<file path="src/rtl/vga_timing_pkg.sv">
// Default 640x480@60 mode constants and timing helpers shared by the VGA timing generator.
// Helpers are constant functions, evaluated at elaboration only.
package vga_timing_pkg;

    localparam int DEF_H_ACTIVE    = 640;
    localparam int DEF_H_FP        = 16;
    localparam int DEF_H_SYNC      = 96;
    localparam int DEF_H_BP        = 48;
    localparam int DEF_V_ACTIVE    = 480;
    localparam int DEF_V_FP        = 10;
    localparam int DEF_V_SYNC      = 2;
    localparam int DEF_V_BP        = 33;
    localparam int DEF_SCALE_SHIFT = 1;
    localparam int DEF_WIN_Y_STA   = 150;
    localparam int DEF_WIN_Y_END   = 330;
    localparam int DEF_X_W         = 10;
    localparam int DEF_Y_W         = 9;
    localparam int DEF_FRAME_W     = 16;

    function automatic int axis_total(input int active, input int fp, input int sync, input int bp);
        return active + fp + sync + bp;
    endfunction

    function automatic int sync_sta(input int active, input int fp);
        return active + fp;
    endfunction

    function automatic int sync_end(input int active, input int fp, input int sync);
        return active + fp + sync;
    endfunction

    // Bits needed to hold 0..n-1, never less than 1.
    function automatic int clog2(input int n);
        int w;
        w = 1;
        for (int i = 1; i < 31; i++) begin
            if ((1 << i) < n) w = i + 1;
        end
        return w;
    endfunction

endpackage

</file>
<file path="src/rtl/vga_timing_gen_if.sv">
// Timing bundle from the VGA timing generator to the pixel pipeline.
// Master drives every field; consumers take the slave view.
interface vga_timing_gen_if #(
    parameter int X_W     = vga_timing_pkg::DEF_X_W,
    parameter int Y_W     = vga_timing_pkg::DEF_Y_W,
    parameter int FRAME_W = vga_timing_pkg::DEF_FRAME_W
);
    logic               o_hs;
    logic               o_vs;
    logic               o_blanking;
    logic               o_active;
    logic               o_line_start;
    logic               o_screenend;
    logic               o_animate;
    logic [X_W-1:0]     o_x;
    logic [Y_W-1:0]     o_y;
    logic [FRAME_W-1:0] o_frame;

    modport master (
        output o_hs, o_vs, o_blanking, o_active, o_line_start,
               o_screenend, o_animate, o_x, o_y, o_frame
    );

    modport slave (
        input  o_hs, o_vs, o_blanking, o_active, o_line_start,
               o_screenend, o_animate, o_x, o_y, o_frame
    );
endinterface

</file>
<file path="src/rtl/vga_axis_counter.sv">
// One timing axis (active, FP, SYNC, BP); outputs are look-ahead values of the count after this edge,
// so the parent can register its decodes with one clock of latency. Steps only when i_step is high.
module vga_axis_counter
    import vga_timing_pkg::*;
#(
    parameter int  ACTIVE = DEF_H_ACTIVE,
    parameter int  FP     = DEF_H_FP,
    parameter int  SYNC   = DEF_H_SYNC,
    parameter int  BP     = DEF_H_BP,
    parameter bit  POL    = 1'b0,
    localparam int TOTAL  = axis_total(ACTIVE, FP, SYNC, BP),
    localparam int CW     = clog2(TOTAL)
) (
    input  logic          i_clk,
    input  logic          i_rst,
    input  logic          i_step,
    output logic [CW-1:0] o_count,
    output logic          o_wrap,
    output logic          o_sync,
    output logic          o_visible
);
    localparam int SS = sync_sta(ACTIVE, FP);
    localparam int SE = sync_end(ACTIVE, FP, SYNC);

    logic [CW-1:0] count;
    logic [CW-1:0] count_nxt;
    logic          at_last;
    logic          in_sync;

    assign at_last = (count == CW'(TOTAL - 1));
    assign o_wrap  = i_step && at_last;

    always_comb begin
        count_nxt = count;
        if (i_step) count_nxt = at_last ? '0 : count + 1'b1;
    end

    assign in_sync   = (count_nxt >= CW'(SS)) && (count_nxt < CW'(SE));
    assign o_count   = count_nxt;
    assign o_sync    = in_sync ? POL : ~POL;
    assign o_visible = (count_nxt < CW'(ACTIVE));

    always_ff @(posedge i_clk) begin
        if (i_rst) count <= '0;
        else       count <= count_nxt;
    end
endmodule

</file>
<file path="src/rtl/vga_timing_gen.sv">
// Parametrised VGA timing: sync, blanking, letterbox window, scaled x/y and frame strobes.
// Every output is a register, valid one clock after the pixel strobe; outputs hold between strobes.
module vga_timing_gen
    import vga_timing_pkg::*;
#(
    parameter int H_ACTIVE    = DEF_H_ACTIVE,
    parameter int H_FP        = DEF_H_FP,
    parameter int H_SYNC      = DEF_H_SYNC,
    parameter int H_BP        = DEF_H_BP,
    parameter int V_ACTIVE    = DEF_V_ACTIVE,
    parameter int V_FP        = DEF_V_FP,
    parameter int V_SYNC      = DEF_V_SYNC,
    parameter int V_BP        = DEF_V_BP,
    parameter bit H_POL       = 1'b0,
    parameter bit V_POL       = 1'b0,
    parameter int SCALE_SHIFT = DEF_SCALE_SHIFT,
    parameter int WIN_Y_STA   = DEF_WIN_Y_STA,
    parameter int WIN_Y_END   = DEF_WIN_Y_END,
    parameter int X_W         = DEF_X_W,
    parameter int Y_W         = DEF_Y_W,
    parameter int FRAME_W     = DEF_FRAME_W
) (
    input  logic               i_clk,
    input  logic               i_rst,
    input  logic               i_pix_stb,
    vga_timing_gen_if.master   bus
);
    localparam int HW       = clog2(axis_total(H_ACTIVE, H_FP, H_SYNC, H_BP));
    localparam int VW       = clog2(axis_total(V_ACTIVE, V_FP, V_SYNC, V_BP));
    localparam int Y_CLAMP  = (WIN_Y_END - WIN_Y_STA - 1) >> SCALE_SHIFT;
    localparam bit ACT_RST  = (WIN_Y_STA == 0);

    if (WIN_Y_STA >= WIN_Y_END || WIN_Y_END > V_ACTIVE ||
        H_FP == 0 || H_SYNC == 0 || H_BP == 0 ||
        V_FP == 0 || V_SYNC == 0 || V_BP == 0) begin : g_bad_cfg
        $error("vga_timing_gen: invalid window or zero porch/sync width");
    end

    logic [HW-1:0]  h_nxt;
    logic           h_wrap, h_sync, h_vis;
    logic [VW-1:0]  v_nxt;
    logic           v_wrap, v_sync, v_vis;
    int             v_i;
    logic           in_win;
    logic [X_W-1:0] x_nxt;
    logic [Y_W-1:0] y_nxt;

    vga_axis_counter #(
        .ACTIVE (H_ACTIVE), .FP(H_FP), .SYNC(H_SYNC), .BP(H_BP), .POL(H_POL)
    ) u_h (
        .i_clk, .i_rst, .i_step(i_pix_stb),
        .o_count(h_nxt), .o_wrap(h_wrap), .o_sync(h_sync), .o_visible(h_vis)
    );

    // Lines advance on the horizontal wrap, not on the pixel strobe.
    vga_axis_counter #(
        .ACTIVE (V_ACTIVE), .FP(V_FP), .SYNC(V_SYNC), .BP(V_BP), .POL(V_POL)
    ) u_v (
        .i_clk, .i_rst, .i_step(h_wrap),
        .o_count(v_nxt), .o_wrap(v_wrap), .o_sync(v_sync), .o_visible(v_vis)
    );

    assign v_i    = int'(v_nxt);
    assign in_win = (v_i >= WIN_Y_STA) && (v_i < WIN_Y_END);
    assign x_nxt  = X_W'(h_nxt >> SCALE_SHIFT);

    // Below the window y holds its last in-window value so renderers never see a jump.
    always_comb begin
        y_nxt = '0;
        if (v_i >= WIN_Y_END)      y_nxt = Y_W'(Y_CLAMP);
        else if (v_i >= WIN_Y_STA) y_nxt = Y_W'((v_i - WIN_Y_STA) >> SCALE_SHIFT);
    end

    always_ff @(posedge i_clk) begin
        if (i_rst) begin
            bus.o_hs         <= ~H_POL;
            bus.o_vs         <= ~V_POL;
            bus.o_blanking   <= 1'b0;
            bus.o_active     <= ACT_RST;
            bus.o_line_start <= 1'b0;
            bus.o_screenend  <= 1'b0;
            bus.o_animate    <= 1'b0;
            bus.o_x          <= '0;
            bus.o_y          <= '0;
            bus.o_frame      <= '0;
        end else begin
            bus.o_hs         <= h_sync;
            bus.o_vs         <= v_sync;
            bus.o_blanking   <= ~(h_vis & v_vis);
            bus.o_active     <= h_vis & in_win;
            bus.o_line_start <= h_wrap;
            bus.o_screenend  <= h_wrap & v_wrap;
            bus.o_animate    <= h_wrap & (v_i == WIN_Y_END);
            bus.o_x          <= h_vis ? x_nxt : '0;
            bus.o_y          <= y_nxt;
            if (h_wrap & v_wrap) bus.o_frame <= bus.o_frame + 1'b1;
        end
    end
endmodule

</file>
<file path="src/flat_wrapper.sv">
// flat-port wrapper written by rule: the top's interface ports become plain ports
module vga_timing_gen_flat import vga_timing_pkg::*;
#(
    parameter int H_ACTIVE    = DEF_H_ACTIVE,
    parameter int H_FP        = DEF_H_FP,
    parameter int H_SYNC      = DEF_H_SYNC,
    parameter int H_BP        = DEF_H_BP,
    parameter int V_ACTIVE    = DEF_V_ACTIVE,
    parameter int V_FP        = DEF_V_FP,
    parameter int V_SYNC      = DEF_V_SYNC,
    parameter int V_BP        = DEF_V_BP,
    parameter bit H_POL       = 1'b0,
    parameter bit V_POL       = 1'b0,
    parameter int SCALE_SHIFT = DEF_SCALE_SHIFT,
    parameter int WIN_Y_STA   = DEF_WIN_Y_STA,
    parameter int WIN_Y_END   = DEF_WIN_Y_END,
    parameter int X_W         = DEF_X_W,
    parameter int Y_W         = DEF_Y_W,
    parameter int FRAME_W     = DEF_FRAME_W
)
  (i_clk, i_rst, i_pix_stb, bus_o_hs, bus_o_vs, bus_o_blanking, bus_o_active, bus_o_line_start, bus_o_screenend, bus_o_animate, bus_o_x, bus_o_y, bus_o_frame);
  vga_timing_gen_if #(.X_W(X_W), .Y_W(Y_W), .FRAME_W(FRAME_W)) bus_i ();
  input  logic i_clk;
  input  logic i_rst;
  input  logic i_pix_stb;
  output wire logic [$bits(bus_i.o_hs)-1:0] bus_o_hs;
  output wire logic [$bits(bus_i.o_vs)-1:0] bus_o_vs;
  output wire logic [$bits(bus_i.o_blanking)-1:0] bus_o_blanking;
  output wire logic [$bits(bus_i.o_active)-1:0] bus_o_active;
  output wire logic [$bits(bus_i.o_line_start)-1:0] bus_o_line_start;
  output wire logic [$bits(bus_i.o_screenend)-1:0] bus_o_screenend;
  output wire logic [$bits(bus_i.o_animate)-1:0] bus_o_animate;
  output wire logic [$bits(bus_i.o_x)-1:0] bus_o_x;
  output wire logic [$bits(bus_i.o_y)-1:0] bus_o_y;
  output wire logic [$bits(bus_i.o_frame)-1:0] bus_o_frame;
  assign bus_o_hs = bus_i.o_hs;
  assign bus_o_vs = bus_i.o_vs;
  assign bus_o_blanking = bus_i.o_blanking;
  assign bus_o_active = bus_i.o_active;
  assign bus_o_line_start = bus_i.o_line_start;
  assign bus_o_screenend = bus_i.o_screenend;
  assign bus_o_animate = bus_i.o_animate;
  assign bus_o_x = bus_i.o_x;
  assign bus_o_y = bus_i.o_y;
  assign bus_o_frame = bus_i.o_frame;
  vga_timing_gen #(.H_ACTIVE(H_ACTIVE), .H_FP(H_FP), .H_SYNC(H_SYNC), .H_BP(H_BP), .V_ACTIVE(V_ACTIVE), .V_FP(V_FP), .V_SYNC(V_SYNC), .V_BP(V_BP), .H_POL(H_POL), .V_POL(V_POL), .SCALE_SHIFT(SCALE_SHIFT), .WIN_Y_STA(WIN_Y_STA), .WIN_Y_END(WIN_Y_END), .X_W(X_W), .Y_W(Y_W), .FRAME_W(FRAME_W)) u_core (.i_clk(i_clk), .i_rst(i_rst), .i_pix_stb(i_pix_stb), .bus(bus_i));
endmodule
</file>
<file path="config.mk">
export PLATFORM = sky130hd
export DESIGN_NAME = vga_timing_gen_flat
export DESIGN_NICKNAME = d
export VERILOG_FILES = /design/src/rtl/vga_timing_pkg.sv /design/src/rtl/vga_timing_gen_if.sv /design/src/rtl/vga_axis_counter.sv /design/src/rtl/vga_timing_gen.sv /design/src/flat_wrapper.sv
export SDC_FILE = /design/constraint.sdc
export NUM_CORES = 1
export LEC_CHECK = 0
export ABC_AREA = 1
export BUFFER_PORTS_ARGS = -buffer_cell sky130_fd_sc_hd__buf_2
export CAP_MARGIN = 10
export CELL_PAD_IN_SITES_DETAIL_PLACEMENT = 0
export CELL_PAD_IN_SITES_GLOBAL_PLACEMENT = 1
export CORE_ASPECT_RATIO = 0.9
export CORE_MARGIN = 3
export CORE_UTILIZATION = 37
export CTS_CLUSTER_DIAMETER = 150
export DETAILED_ROUTE_END_ITERATION = 7
export GPL_ROUTABILITY_DRIVEN = 0
export PLACE_DENSITY = 0.86
export SKIP_LAST_GASP = 1
export SLEW_MARGIN = 10
export SYNTH_ARGS = -nofsm -noshare
export SYNTH_HDL_FRONTEND = slang
export SYNTH_SLANG_ARGS = --single-unit
</file>
<file path="constraint.sdc">
create_clock -name i_clk -period 2.12 [get_ports i_clk]
set_input_delay 0.106 -clock i_clk [delete_from_list [all_inputs] [get_ports i_clk]]
set_output_delay 0.106 -clock i_clk [all_outputs]
set_load 0.02 [all_outputs]
</file>
After elaboration in Yosys (flattened, before gate mapping)
Index checks and enable logic that the tools add are counted.
{"block": "word_totals", "register_bits": 62, "in_bits": 3, "out_inout_bits": 42, "wordCells": 52}
{"block": "op_classes", "add_sub_neg": 4, "order_cmp": 9, "eq_ne": 3, "mux": 8, "bitwise_logic": 7, "n_reduce_logical": 7}
{"cell": "$mux 10", "count": 4}
{"cell": "$eq 10x10->1 const B", "count": 3}
{"cell": "$lt 10x9->1 const B", "count": 3}
{"cell": "$add 10x1->10 const B", "count": 2}
{"cell": "$ge 10x9->1 const B", "count": 2}
{"cell": "$lt 10x10->1 const B", "count": 2}
{"cell": "$add 16x1->16 const B", "count": 1}
{"cell": "$mux 7", "count": 2}
{"cell": "$ge 10x10->1 const B", "count": 1}
{"cell": "$ge 10x8->1 const B", "count": 1}
{"cell": "$sub 10x8->10 const B", "count": 1}
{"cell": "$logic_and 1x1->1", "count": 5}
{"cell": "$and 1x1->1", "count": 4}
{"cell": "$not 1->1", "count": 3}
{"cell": "$reduce_or 3->1", "count": 1}
{"cell": "$mux 1", "count": 2}
{"cell": "$reduce_or 2->1", "count": 1}

Logic depth before layout (Yosys ltp)
{"block": "depth", "ltp_word": 6, "ltp_mapped": 16, "depth_no_buf": 15}

Hierarchy
Synthesis repeated with hierarchy kept, for this count alone.
{"block": "unflattened", "cells_unflattened": 468, "area_unflattened_um2": 3208.1}
{"module": "vga_timing_gen", "instances": 1, "cells_per_inst": 251, "area_each_um2": 1824.2, "seq_area_each_um2": 820.8}
{"module": "vga_axis_counter at u_core.u_v", "instances": 1, "cells_per_inst": 117, "area_each_um2": 719.4, "seq_area_each_um2": 200.2}
{"module": "vga_axis_counter at u_core.u_h", "instances": 1, "cells_per_inst": 100, "area_each_um2": 664.4, "seq_area_each_um2": 200.2}

Worst setup path after synthesis
OpenSTA, ideal clock, no wires.
{"block": "synth_timing", "path_kind": "reg-to-reg", "from": "register u_core.u_h.count[0]", "to": "register u_core.bus.o_y[1] (netlist name)", "setup_ps": 63, "t_arrival_ps": 2033, "required_time_ps": 2057, "setup_slack_ps": 24, "stages_incl_launch_ff": 16, "n_path_buf": 1, "period_less_slack_ps": 2096, "cell_sequence": "dfxtp_1 > ha_1 > nand2_1 > nor2_4 > inv_2 > nor2_4 > buf_6 > nand3_1 > nand2_1 > ha_1 > nand3_1 > nor2_1 > nand3_1 > nand3_4 > nand3_4 > nor2_2"}
{"block": "synth_between", "elab_chain_len": 6, "word_cells_on_any_way": 8, "classes_between": "add/sub (1); order compare (2); eq/ne (1); mux (1); bitwise (1); reduce/logical (2)"}
{"item": "start, declared", "line_no": "vga_axis_counter.sv:25", "text": "logic [CW-1:0] count;"}
{"item": "start signal, assigned", "line_no": "vga_axis_counter.sv:45", "text": "else count <= count_nxt;"}
{"item": "$eq 10x10->1 (*)", "line_no": "vga_axis_counter.sv:30", "text": "assign at_last = (count == CW'(TOTAL - 1));"}
{"item": "$logic_and 1x1->1 (*)", "line_no": "vga_axis_counter.sv:31", "text": "assign o_wrap = i_step && at_last;"}
{"item": "$mux 10 (*)", "line_no": "vga_axis_counter.sv:35", "text": "if (i_step) count_nxt = at_last ? '0 : count + 1'b1;"}
{"item": "via u_core.u_v.o_count[1]", "line_no": "vga_axis_counter.sv:17", "text": "output logic [CW-1:0] o_count,"}
{"item": "$ge 10x8->1", "line_no": "vga_timing_gen.sv:71", "text": "else if (v_i >= WIN_Y_STA) y_nxt = Y_W'((v_i - WIN_Y_STA) >> SCALE_SHIFT);"}
{"item": "$not 1->1 (no line)"}
{"item": "$reduce_or 3->1 (no line)"}
{"item": "end signal, assigned", "line_no": "vga_timing_gen.sv:95", "text": "bus.o_y <= y_nxt;"}
{"item": "end, declared", "line_no": "vga_timing_gen_if.sv:21", "text": "o_screenend, o_animate, o_x, o_y, o_frame"}
The timed path passes the listed nets; every way through them passes the cells marked *.
A chain may end at the register's enable or synchronous reset.

Worst setup path in the final report
{"block": "layout_timing", "from": "register u_core.u_h.count[1]", "to": "register u_core.bus.o_y[2] (netlist name)"}
{"block": "layout_between", "elab_chain_len": 6, "word_cells_on_any_way": 8, "classes_between": "add/sub (1); order compare (2); eq/ne (1); mux (1); bitwise (1); reduce/logical (2)"}
{"item": "$eq 10x10->1 (*)", "line_no": "vga_axis_counter.sv:30"}
{"item": "$logic_and 1x1->1 (*)", "line_no": "vga_axis_counter.sv:31"}
{"item": "$mux 10 (*)", "line_no": "vga_axis_counter.sv:35"}
{"item": "$ge 10x8->1", "line_no": "vga_timing_gen.sv:71"}
{"item": "$not 1->1 (no line)"}
{"item": "$reduce_or 3->1 (no line)"}
Mark *: on every way between the ends. The rest lies on a longest branch, timed or not.

==> metrics.md <==
| Metric | Value |
|---|---|
| Clock Path Buffers | 2 |
| DRT Pass-1 Iters | 4 |
| Global-route wire length before repair | between 10 and 15 mm |
| Leakage | around 0.0019 uW |
| Crit path capture | u_core.bus.o_y[2] |
| Synth top area share | a little under 40% |
| Via count of the first global-routing pass | 2725 |
| Minimum clock period | roughly 2.1 ns |
| Clk_lat worst skew | ~0.34 ns |
| Top cell type by total area after synthesis | dfxtp_1 |
| Synth warnings | 0 |
| Power share of the clock group | 45.6% |
| Count leader, synth | nand2_1 |
| Multiplexer share of the synthesized area | 0% |
| Simple-gate area share of the yosys netlist | roughly two fifths |
| Reg2reg start | u_core.u_h.count[1] |
| Fin Hold WS | about 0.17 ns |
| EDFF count, synth | 0 |
| Row cnt | 31 |
| Crit-path max FO | 8 |
| Number of synthesized register bits | 61 |
| FF-to-FF path depth | 15 |
| Overall power | 2220 uW |
| R2R Path End | u_core.bus.o_y[2] |
| Power Internal | 1740 uW |
| Initial antenna violation count | 0 |
| Synth-to-Final Area Change | 32.2% |
| Post-synth top cells | nand2_1, nor2_1, dfxtp_1 |
| Placed insts | around 630 |
| RSZ-0062 raised after global routing | true |
| Setup crit start kind | register |
| Synth async-reset ratio | 0% |
| Clock Sinks | 61 |
| Crit Path Category | register to register |
| WL/cell | between 10 and 15 um |
| R2R setup slack | between 0.03 and 0.04 ns |
| Num CTS Buffers | 9 |
| H-tree lvl count | 3 |
| Layout cells sized above 1 | roughly a third |
| Routed wire length | just over 8 mm |
| CP Data Arrival Time | around 2.4 ns |
| Cell Pwr Density | 530 nW/um^2 |
| Synth area leaders | dfxtp_1, nand2_1, nor2_1 |
| Die span in y | 93.9 um |
| Critical Path RT | 2.40 ns |
| Die area | approximately 9700 um^2 |
| Crit path from | u_core.u_h.count[1] |
| Port buffer count | 43 |
| Post-synthesis xor/xnor area fraction | under 10% |
| Fin. Hold Viols | 0 |
| Cts hold-fix bufs | 0 |
| Pre-CTS setup slack | -0.00706 ns |
| Switching share of power | a little over a fifth |
| Combinational fraction of design power | under 10% |
| Core Region | 8180 um^2 |
| Final setup margin | ~0.032 ns |
| DR iter-0 viols | between 150 and 200 |
| Seq/Total Area, Yosys | about two fifths |
| Final HPWL DP | roughly 6.1 mm |
| Largest net degree at the start of global routing | 30 |
| Syn Inst Count | between 400 and 500 |
| CTS tree | built |
| Slowest-stage cell, CP | dfxtp_4 |
| # IOs | 45 |
| Vias/cell | roughly 4.7 |
| Final setup viols | 0 |
| Type of destination of the critical path | register |
| Post-DRT Antenna Nets | 0 |
| Die X | just over 100 um |
| Clock Pin Slew Worst Setup and Hold Paths | 0.07 ns |
| Tightest Hold Check Type | primary input to register |
| Sequential Power Share | around 52% |
| Peak VDD IR | 398 uV |
| Main combinational cell family by area after synthesis | simple AND/OR/NAND/NOR gates |
| Crit-path max cell delay | around 0.37 ns |
| Post-synthesis compound-gate area fraction | approximately 7.7% |
| Net Count, Synth | 458 |
| Sw power | ~480 uW |
| Post-Synth Adder-Cell Area | 2.37% |
| Via count | ~3k |
| Syn_area_per_cell | 7.07 um^2 |
| Count of different cell masters after synthesis | 37 |
| CTS Root Cell | clkbuf_8 |
| # diodes | 0 |
| GR Util All Layers | roughly 17% |
| Prevailing post-synth register cell | dfxtp_1 |
| Pins Over Slew Limit | 0 |
| Clock Skews | approximately 0.0063 ns |
| Max-cap viol count | 0 |
| Fmax | between 400 and 500 MHz |
| Final global-route overflow total | 0 |
| Crit-path cells | ha_4, nand2_4, nor2_4, inv_2, nor2_4, buf_12, nand3b_4, nand2_4, buf_6, nand2_4, nor2_4, nand3_2, nand3_4, nand3_4, nor2_2 |
| Status | finished, final reports clean |
| Non-Filler Instances | around 650 |
| Final core occ | 51.3% |
| Synth Cell Area | 3170 um^2 |
| DR DRC count | 0 |
| Final net count | 543 |
| Initial Util | roughly two fifths |
| Tcrit/Tclk final | between 90% and 100% |
sequential cells by signal, summed over array words and instances, names as in the netlist, 9 cells and up:
register and count:
u_core.bus.o_frame 16, u_core.u_h.count 10, u_core.bus.o_x 9, u_core.u_v.count 10, u_core.bus.o_y 9
cell type report:
type / instances / area [um^2]
Multi-Input combinational cell: 321 / 1870
Inverter: 57 / 214
Sequential cell: 61 / 1230
Fill cell: 809 / 3990
Tap cell: 115 / 144
Timing Repair Buffer: 84 / 543
Clock inverter: 4 / 47.5
Clock buffer: 12 / 145
through the flow:
| step | setup TNS, ns | instance area, um^2 |
|---|---|---|
| after floorplan | 0 | 3170 |
| after global placement | 0 | 3740 |
| after detailed placement | -0.00706 | 3740 |
| after CTS | 0 | 3950 |
| after global routing | -0.926 | 4200 |
| final | 0 | 4200 |
cells by family after synthesis:
| kind of cell | count (synthesis) |
|---|---|
| and+or+nand+nor | 260 |
| buffers and inverters | 67 |
| DFF | 61 |
| AOI/OAI and AO/OA | 44 |
| xor gates and xnor gates | 10 |
| adders and majority gates | 6 |
| other | 1 |
power by group through the flow:
stage / Clock, uW / Combinational, uW / Sequential, uW
detailed placement: 0 / 51.7 / 1180
global route: 1100 / 61.7 / 1150
finish: 1010 / 54.5 / 1150
floorplan: 0 / 31.5 / 1180
CTS: 1050 / 51.9 / 1150
global placement: 0 / 51.3 / 1180
placed cells by master (no fill, tap or decap), drive strengths merged, types with 9 or more instances in the layout:
cell type  count
a21oi         21
buf           84
clkbuf        12
dfxtp         61
inv           57
nand2        110
nand3         35
nand4         11
nor2          86
nor3           9
o21ai         17
critical path: cells and delay by family, from the launching register on:
family	cells	cell delay [ns]
adders and majority gates	1	0.15
and+or+nand+nor	11	1.14
buffers and inverters	3	0.35
DFF	1	0.37
routing by layer:
layer / up-vias / GRT usage, % / part of all wire, %
met5: - / 0 / 0
met4: 0 / 5.98 / 1.4
met3: 16 / 4.40 / 4.4
met2: 76 / 27.8 / 47
met1: 1368 / 21.9 / 47
li1: 1600 / - / -
how the worst min path moves through the flow:
| stage | start | endpoint | depth (start not counted) |
|---|---|---|---|
| after global routing | i_pix_stb | u_core.u_h.count[0] | 4 |
| after global placement | u_core.bus.o_frame[4] | u_core.bus.o_frame[4] | 2 |
| final | i_pix_stb | u_core.u_h.count[0] | 4 |
| after CTS | i_pix_stb | u_core.u_h.count[0] | 4 |
| after detailed placement | u_core.bus.o_frame[4] | u_core.bus.o_frame[4] | 2 |
| after floorplan | i_rst | u_core.bus.o_line_start | 1 |
what timing repair did:
item | CTS | global route
gates resized for setup | 3 | 52
pin swaps | 1 | 21
endpoints found under the setup margin | 5 | 28
setup buffers | 0 | 6
gates cloned | 0 | 0
(Power assumes the default switching activity.)
